File: src/rtl/prm_edge_mask_collector.sv
// -----------------------------------------------------------------------------
// prm_edge_mask_collector
//
// Purpose:
//   Sits behind the replicated obstacle checker bank. One obstacle code is
//   broadcast to every checker per cycle, and each checker returns one
//   edge_mask bit. This block ORs those edge_mask vectors into a sticky
//   blocked-edge bitmap over the whole obstacle list. When the list ends, it
//   drains the bitmap in OUT_W-bit words to the roadmap graph memory.
//
// Parameters:
//   NUM_EDGE  number of roadmap edges (one checker each). It must be an
//             integer multiple of OUT_W.
//   OUT_W     width of each drained bitmap word.
//   CNT_W     width of the saturating obstacle sample counter.
//
// Ports:
//   clk         system clock, rising edge
//   rst_n       asynchronous active-low reset
//   start       single-cycle pulse: clear accumulator, begin a new pass
//   in_valid    in_mask / in_last valid this cycle
//   in_ready    collector accepts in_mask this cycle (high only in ACCUM)
//   in_mask     edge_mask bits, bit e = edge e blocked
//   in_last     qualifies the final obstacle sample of the pass
//   out_valid   out_data holds a bitmap word (high only in DRAIN)
//   out_ready   consumer accepts the word
//   out_data    blocked bits for edges out_idx*OUT_W .. out_idx*OUT_W+OUT_W-1
//   out_idx     word index
//   out_last    high with the final word
//   busy        high whenever the FSM is not IDLE
//   obs_count   samples accepted in the current or last pass (saturating)
//   dbg_state   current FSM state encoding (0=IDLE, 1=ACCUM, 2=DRAIN)
//   blocked_cnt (only with PRM_EDGE_POPCNT_EN) number of blocked edges
//               drained in the current or last pass
//
// Optional feature macro: PRM_EDGE_POPCNT_EN
//   When this macro is defined, the blocked_cnt output and its popcount
//   accumulator are added. When it is undefined, both are absent.
//
// Handshake semantics (both interfaces):
//   A transfer happens on a rising clk edge where valid and ready are both
//   high. The producer holds its data stable while valid is high and ready is
//   low. in_ready and out_valid are decoded combinationally from the state
//   register only. They never depend on in_valid or out_ready.
// -----------------------------------------------------------------------------
module prm_edge_mask_collector #(
    parameter  int NUM_EDGE  = 512,
    parameter  int OUT_W     = 32,
    parameter  int CNT_W     = 16,
    localparam int NUM_WORDS = NUM_EDGE / OUT_W,
    localparam int IDX_W     = (NUM_WORDS > 1) ? $clog2(NUM_WORDS) : 1,
    localparam int BC_W      = $clog2(NUM_EDGE + 1)
) (
    input  logic                clk,
    input  logic                rst_n,
    input  logic                start,
    input  logic                in_valid,
    output logic                in_ready,
    input  logic [NUM_EDGE-1:0] in_mask,
    input  logic                in_last,
    output logic                out_valid,
    input  logic                out_ready,
    output logic [OUT_W-1:0]    out_data,
    output logic [IDX_W-1:0]    out_idx,
    output logic                out_last,
    output logic                busy,
    output logic [CNT_W-1:0]    obs_count,
`ifdef PRM_EDGE_POPCNT_EN
    output logic [BC_W-1:0]     blocked_cnt,
`endif
    output logic [1:0]          dbg_state
);

    typedef enum logic [1:0] {
        S_IDLE  = 2'd0,
        S_ACCUM = 2'd1,
        S_DRAIN = 2'd2
    } state_e;

    localparam logic [IDX_W-1:0] LAST_IDX = IDX_W'(NUM_WORDS - 1);
    localparam logic [CNT_W-1:0] CNT_MAX  = {CNT_W{1'b1}};

    state_e              state_q, state_d;
    logic [NUM_EDGE-1:0] accum_q, accum_d;
    logic [CNT_W-1:0]    cnt_q,   cnt_d;
    logic [IDX_W-1:0]    idx_q,   idx_d;

    // Both the drain word and the popcount read the registered accumulator.
    // This keeps out_data stable during a stall.
    logic [OUT_W-1:0]    word_sel;

    always_comb begin
        word_sel = accum_q[idx_q * OUT_W +: OUT_W];
    end

    // -------------------------------------------------------------------------
    // State and datapath registers
    // -------------------------------------------------------------------------
    always_ff @(posedge clk or negedge rst_n) begin
        if (!rst_n) begin
            state_q <= S_IDLE;
            accum_q <= '0;
            cnt_q   <= '0;
            idx_q   <= '0;
        end else begin
            state_q <= state_d;
            accum_q <= accum_d;
            cnt_q   <= cnt_d;
            idx_q   <= idx_d;
        end
    end

    // -------------------------------------------------------------------------
    // Next-state and output decode
    // -------------------------------------------------------------------------
    always_comb begin
        state_d   = state_q;
        accum_d   = accum_q;
        cnt_d     = cnt_q;
        idx_d     = idx_q;
        in_ready  = 1'b0;
        out_valid = 1'b0;
        out_last  = 1'b0;

        unique case (state_q)
            S_IDLE: begin
                // in_valid is deliberately not looked at here.
                // The last pass's bitmap and count stay visible until start.
                if (start) begin
                    accum_d = '0;
                    cnt_d   = '0;
                    idx_d   = '0;
                    state_d = S_ACCUM;
                end
            end

            S_ACCUM: begin
                in_ready = 1'b1;
                if (in_valid) begin
                    accum_d = accum_q | in_mask;
                    if (cnt_q != CNT_MAX) begin
                        cnt_d = cnt_q + CNT_W'(1);
                    end
                    // The last sample is already merged above. The first word
                    // can therefore be presented on the very next cycle.
                    if (in_last) begin
                        idx_d   = '0;
                        state_d = S_DRAIN;
                    end
                end
            end

            S_DRAIN: begin
                out_valid = 1'b1;
                out_last  = (idx_q == LAST_IDX);
                if (out_ready) begin
                    if (idx_q == LAST_IDX) begin
                        idx_d   = '0;
                        state_d = S_IDLE;
                    end else begin
                        idx_d   = idx_q + IDX_W'(1);
                    end
                end
            end

            default: begin
                state_d = S_IDLE;
            end
        endcase
    end

    assign out_data  = word_sel;
    assign out_idx   = idx_q;
    assign busy      = (state_q != S_IDLE);
    assign obs_count = cnt_q;
    assign dbg_state = state_q;

`ifdef PRM_EDGE_POPCNT_EN
    // -------------------------------------------------------------------------
    // Blocked-edge popcount, summed over the words accepted by the consumer.
    // -------------------------------------------------------------------------
    function automatic logic [BC_W-1:0] popcount(input logic [OUT_W-1:0] w);
        logic [BC_W-1:0] sum;
        sum = '0;
        for (int i = 0; i < OUT_W; i++) begin
            sum = sum + BC_W'(w[i]);
        end
        return sum;
    endfunction

    logic [BC_W-1:0] blocked_q, blocked_d;

    always_comb begin
        blocked_d = blocked_q;
        if ((state_q == S_IDLE) && start) begin
            blocked_d = '0;
        end else if ((state_q == S_DRAIN) && out_ready) begin
            blocked_d = blocked_q + popcount(word_sel);
        end
    end

    always_ff @(posedge clk or negedge rst_n) begin
        if (!rst_n) begin
            blocked_q <= '0;
        end else begin
            blocked_q <= blocked_d;
        end
    end

    assign blocked_cnt = blocked_q;
`endif

endmodule

File: config.mk
export PLATFORM = sky130hd
export DESIGN_NAME = prm_edge_mask_collector
export DESIGN_NICKNAME = d
export VERILOG_FILES = /design/src/rtl/prm_edge_mask_collector.sv
export SDC_FILE = /design/constraint.sdc
export NUM_CORES = 1
export LEC_CHECK = 0
export CELL_PAD_IN_SITES_DETAIL_PLACEMENT = 0
export CELL_PAD_IN_SITES_GLOBAL_PLACEMENT = 1
export CORE_MARGIN = 2
export CORE_UTILIZATION = 38
export DETAILED_ROUTE_END_ITERATION = 8
export PLACE_DENSITY_LB_ADDON = 0.1
export SYNTH_ARGS = -nofsm -noshare
export SYNTH_HDL_FRONTEND = slang
export SYNTH_SLANG_ARGS = --single-unit
export TNS_END_PERCENT = 5
File: constraint.sdc
create_clock -name clk -period 2.6 [get_ports clk]
set_clock_uncertainty 0.2 [all_clocks]
set_input_delay 0.39 -clock clk [delete_from_list [all_inputs] [get_ports clk]]
set_output_delay 0.39 -clock clk [all_outputs]
set_load 0.02 [all_outputs]
; Word-level counts from Yosys, hierarchy flattened
; Cells that the tools add are included.
[op_classes]
n_addsub = 2
eq_ne = 10
shift = 1
muxes = 22
bitwise = 1
reduce_logical = 8
[op_table]
columns = op, count
row1 = two-way mux 512 bit, 2
row2 = one-hot mux 512 bit (2 select lines), 1
row3 = bitwise OR 512 bit, 1
row4 = variable part select 512 x 10 -> 32 bit, 1
row5 = two-way mux 16 bit, 3
row6 = one-hot mux 16 bit (2 select lines), 1
row7 = two-way mux 4 bit, 5
row8 = adder 16 x 1 -> 16 bit (second input constant), 1
row9 = != test 16 bit (second input constant), 1
row10 = != test 2 bit (second input constant), 6
row11 = one-hot mux 4 bit (3 select lines), 1
row12 = two-way mux 2 bit, 5
row13 = AND reduction 5 bit, 2
row14 = one-hot mux 2 bit (3 select lines), 1
row15 = adder 4 x 1 -> 4 bit (second input constant), 1
row16 = == test 4 bit (second input constant), 1
row17 = AND reduction 4 bit, 1
row18 = nonzero test 2 bit, 2
row19 = two-way mux 1 bit, 3
row20 = AND reduction 3 bit, 1
row21 = nonzero test 3 bit, 1
row22 = == test 2 x 1 -> 1 bit (second input constant), 1
row23 = == test 2 bit (second input constant), 1
row24 = zero test 2 bit, 1
[word_totals]
register_bits = 534
in_bits = 518
output_inout_bits = 58
wordCells = 48

; Logic depth before layout (Yosys ltp)
[logic_depth]
ltp_word = 4
depth_mapped = 10
depth_no_buf = 5

; Least setup slack after synthesis
; OpenSTA, ideal clock, no wires.
[synth_path]
path_kind = register to output
from = register idx_q[0], in the netlist out_idx[0]
to = output port out_data[0]
arrival_ps = 2001
required_ps = 2010
setup_slack_ps = 9
stages_incl_launch_ff = 7
n_path_buf = 3
cell_sequence = dfrtp_1 buf_2 buf_4 buf_2 mux4_2 a211oi_1 a21oi_1
[synth_between]
elab_chain_cells = 1
[synth_lines]
columns = element, line
row1 = "start, declared", 86  ; logic [IDX_W-1:0] idx_q, idx_d;
row2 = "start signal, assigned", 109  ; idx_q <= idx_d;
row3 = variable part select 512 x 10 -> 32 bit, 93  ; word_sel = accum_q[idx_q * OUT_W +: OUT_W];
row4 = "end, declared", 63  ; output logic [OUT_W-1:0] out_data,
; Every way passes these cells.

; Worst setup path in the final report
[layout_path]
from = register idx_q[0], in the netlist out_idx[0]
to = output port out_data[30]
; Same word-level chain as after synthesis.

==> results_dict.tcl <==
set metrics [dict create \
    fin_setup_tns_ps -23220 \
    antenna_found_initial 16 \
    fin_area_um2 33500 \
    synth.avg_cell_area_um2 11.0 \
    synth_top_family_by_area "compound AO/OA/AOI/OAI gates" \
    worst_slew_pin_slew_ps 665 \
    die_w_um 251 \
    ys_ff_latch 534 \
    cp.arrival_ps 2800 \
    r2r_start "obs_count[1]" \
    ys_types 51 \
    finalHoldViolCount 0 \
    wl_met1_mm 36.8 \
    ys.flop_type "dfrtp_1" \
    cts_tree "yes" \
    met2_length_mm 47.1 \
    clock_tree.buffer_depth 3 \
    htree_levels 2 \
    outcome "finished, violations left" \
    period_share 1.30 \
    grt_usage 0.297 \
    cts_root_buf "clkbuf_16" \
    synth_compound_area_frac 0.142 \
    route.vias.total 19762 \
    grt_overflow 0 \
    placed_cell_area_um2 31100 \
    core_area_um2 60400 \
    clkSinkCount 534 \
    cp-end-kind "primary output" \
    synthToLayoutAreaGrowth_pct 44.7 \
    insertion_delay_ps 610 \
    synth-simple-area-share 0.107 \
    holdWs_ps 170 \
    worstSetupPathType "reg2out" \
    numCtsBuffers 57 \
    powerDensity_nw_per_um2 1080 \
    drive_above_1_share 0.184 \
    finalNetCount 3306 \
    grt_pass1_vias 20571 \
    fmax_ghz 0.295 \
    ant_nets 0 \
    routedWlPerCell_um 25.9 \
    drc 0 \
    rrSetupSlack_ps 170 \
    yosysSeqAreaShare 0.577 \
    async_reset_ff_frac 1.00 \
    grt_max_degree 83 \
    synth_area_leaders "dfrtp_1, mux4_2, a21oi_1" \
    start_kind "flop" \
    setup_slack_ps -787 \
    wirelength_mm 93.8 \
    synth_xor_area_frac 0 \
    power.leakage_nw 14.7 \
    ys_warn_count 0 \
    violations "setup timing" \
    synthMuxAreaShare 0.140 \
    gp_congestion 0.926 \
    fp.dieArea_um2 63000 \
    drv_cap 0 \
    dr.max_layer_used "met5" \
    wl_met3_mm 6.24 \
    crit_path_end "out_data[30]" \
    min_path_type "in2async" \
    r2r_end "obs_count[0]" \
    synth_fp_nets 2624 \
    crit_fanout 7 \
    synthCells 2104 \
    yosys.area_share.adder 0.00108 \
    max-slew-margin-rel 0.557 \
    io_pins 576 \
    final-setup-viol-count 34 \
    fp.dieH_um 251 \
    rows 90 \
    synth-edff-count 0 \
    drt_iter0_drc 1603 \
    period_needed_ps 3390 \
    syn_area_um2 23200 \
    synthDominantCellAreaShare 0.577 \
    peakVddDrop_uv 572 \
    vias_per_cell 5.46 \
    cp-startpoint "out_idx[0]" \
    r2r_cells 5 \
    rsz0062_at_grt "yes" \
    initial_utilization 0.384 \
    place_hpwl_mm 71.8 \
    synth_top_cell_by_area "dfrtp_1" \
    slew_violations 0 \
    grt_pass1_wl_mm 137 \
    path_clk_slew_ps 60 \
    dp_slack_ps -727 \
    numPortBuffers 575 \
    first_pass_iters 5 \
    crit_required_ps 2010 \
]
-- cell type report --
| type | count | area, um^2 |
|---|---|---|
| clock inverters | 10 | 105 |
| flip-flops and latches | 534 | 13400 |
| fillers | 5220 | 26800 |
| inverters | 8 | 30.0 |
| diodes | 10 | 25.0 |
| multi-input cells | 1395 | 9320 |
| well taps | 782 | 978 |
| clock buffers | 91 | 1750 |
| repair buffers | 790 | 7940 |
-- worst min-delay path by stage --
stage | startpoint | to | slack, ps | cells after the start
global placement | rst_n | accum_q[270] | 210 | 1
detailed placement | rst_n | accum_q[270] | 220 | 1
CTS | in_mask[183] | accum_q[183] | 150 | 3
finish | rst_n | accum_q[270] | 170 | 2
global route | in_mask[147] | accum_q[147] | 160 | 3
floorplan | rst_n | accum_q[0] | -110 | 0
-- cells by family after synthesis --
kind of cell    Yosys count
compound gates          620
buf+inv                 175
simple gates            610
mux                     163
flops                   534
fa+ha+maj                 2
-- worst max-delay path, stage by stage, from the launching register on --
cell and delay [ps]:
dfrtp_4 520, buf_12 150, buf_16 140, buf_8 140, buf_6 110, mux4_2 410, nor2b_4 150, a211oi_4 330
a21oi_2 70, buf_6 160
-- cells in the final DEF (no fill, tap or decap), types with 9 or more instances in the layout --
master and instances:
buf_2 10, mux2i_1 28, clkbuf_16 57, clkbuf_8 20
clkdlybuf4s50_1 535, buf_6 14, dfrtp_1 529, a211oi_1 9
nor2b_1 28, nor2_1 525, buf_12 45, a21oi_1 549
nand2_1 9, diode_2 10, a211oi_2 18, clkbuf_1 14
buf_4 173, mux4_2 128
-- cell usage after synthesis, drive strengths merged, types with 2 or more instances --
cell type	count
a211o	3
a211oi	32
a21o	3
a21oi	553
a221o	5
a22o	4
and3	4
buf	85
clkbuf	82
dfrtp	534
ha	2
inv	8
mux2i	34
mux4	128
nand2	9
nand2b	3
nand3	8
nand4	4
nor2	526
nor2b	35
nor3	6
nor3b	2
nor4	3
o211ai	2
o21ai	6
o221ai	2
or2	5
or4	2
-- power by group --
part	internal (W)	leakage, nW	switching [W]
combinational	0.00716	6.83	0.00775
clock	0.00477	0.915	0.00336
sequential	0.0113	6.96	0.00191
-- per-layer routing --
metal  vias up  track usage
met1     10017        0.377
met5         -            0
met3       153       0.0533
met2       773        0.508
met4        14        0.114
li1       8805            -
-- metrics by stage --
step | std cells | power [W] | utilization
finish | 3620 | 0.0362 | 0.555
global route | 3616 | 0.0382 | 0.555
CTS | 3603 | 0.0362 | 0.553
detailed placement | 3492 | 0.0275 | 0.516
global placement | 3492 | 0.0272 | 0.516
floorplan | 2104 | 0.0205 | -
-- sequential cells by signal, indices dropped and copies added, names as in the netlist --
| name | cells |
|---|---|
| dbg_state | 2 |
| accum_q | 512 |
| obs_count | 16 |
| out_idx | 4 |
-- timing repair --
action	4_1_cts	5_1_grt
endpoints found under the hold margin	49	0
buffers inserted	10	8
cloned	2	0
hold buffers	1	0
resized for setup	150	35
pin swaps	17	12
setup endpoints to repair	40	34
Note: power is estimated with default switching activity, not from simulation.
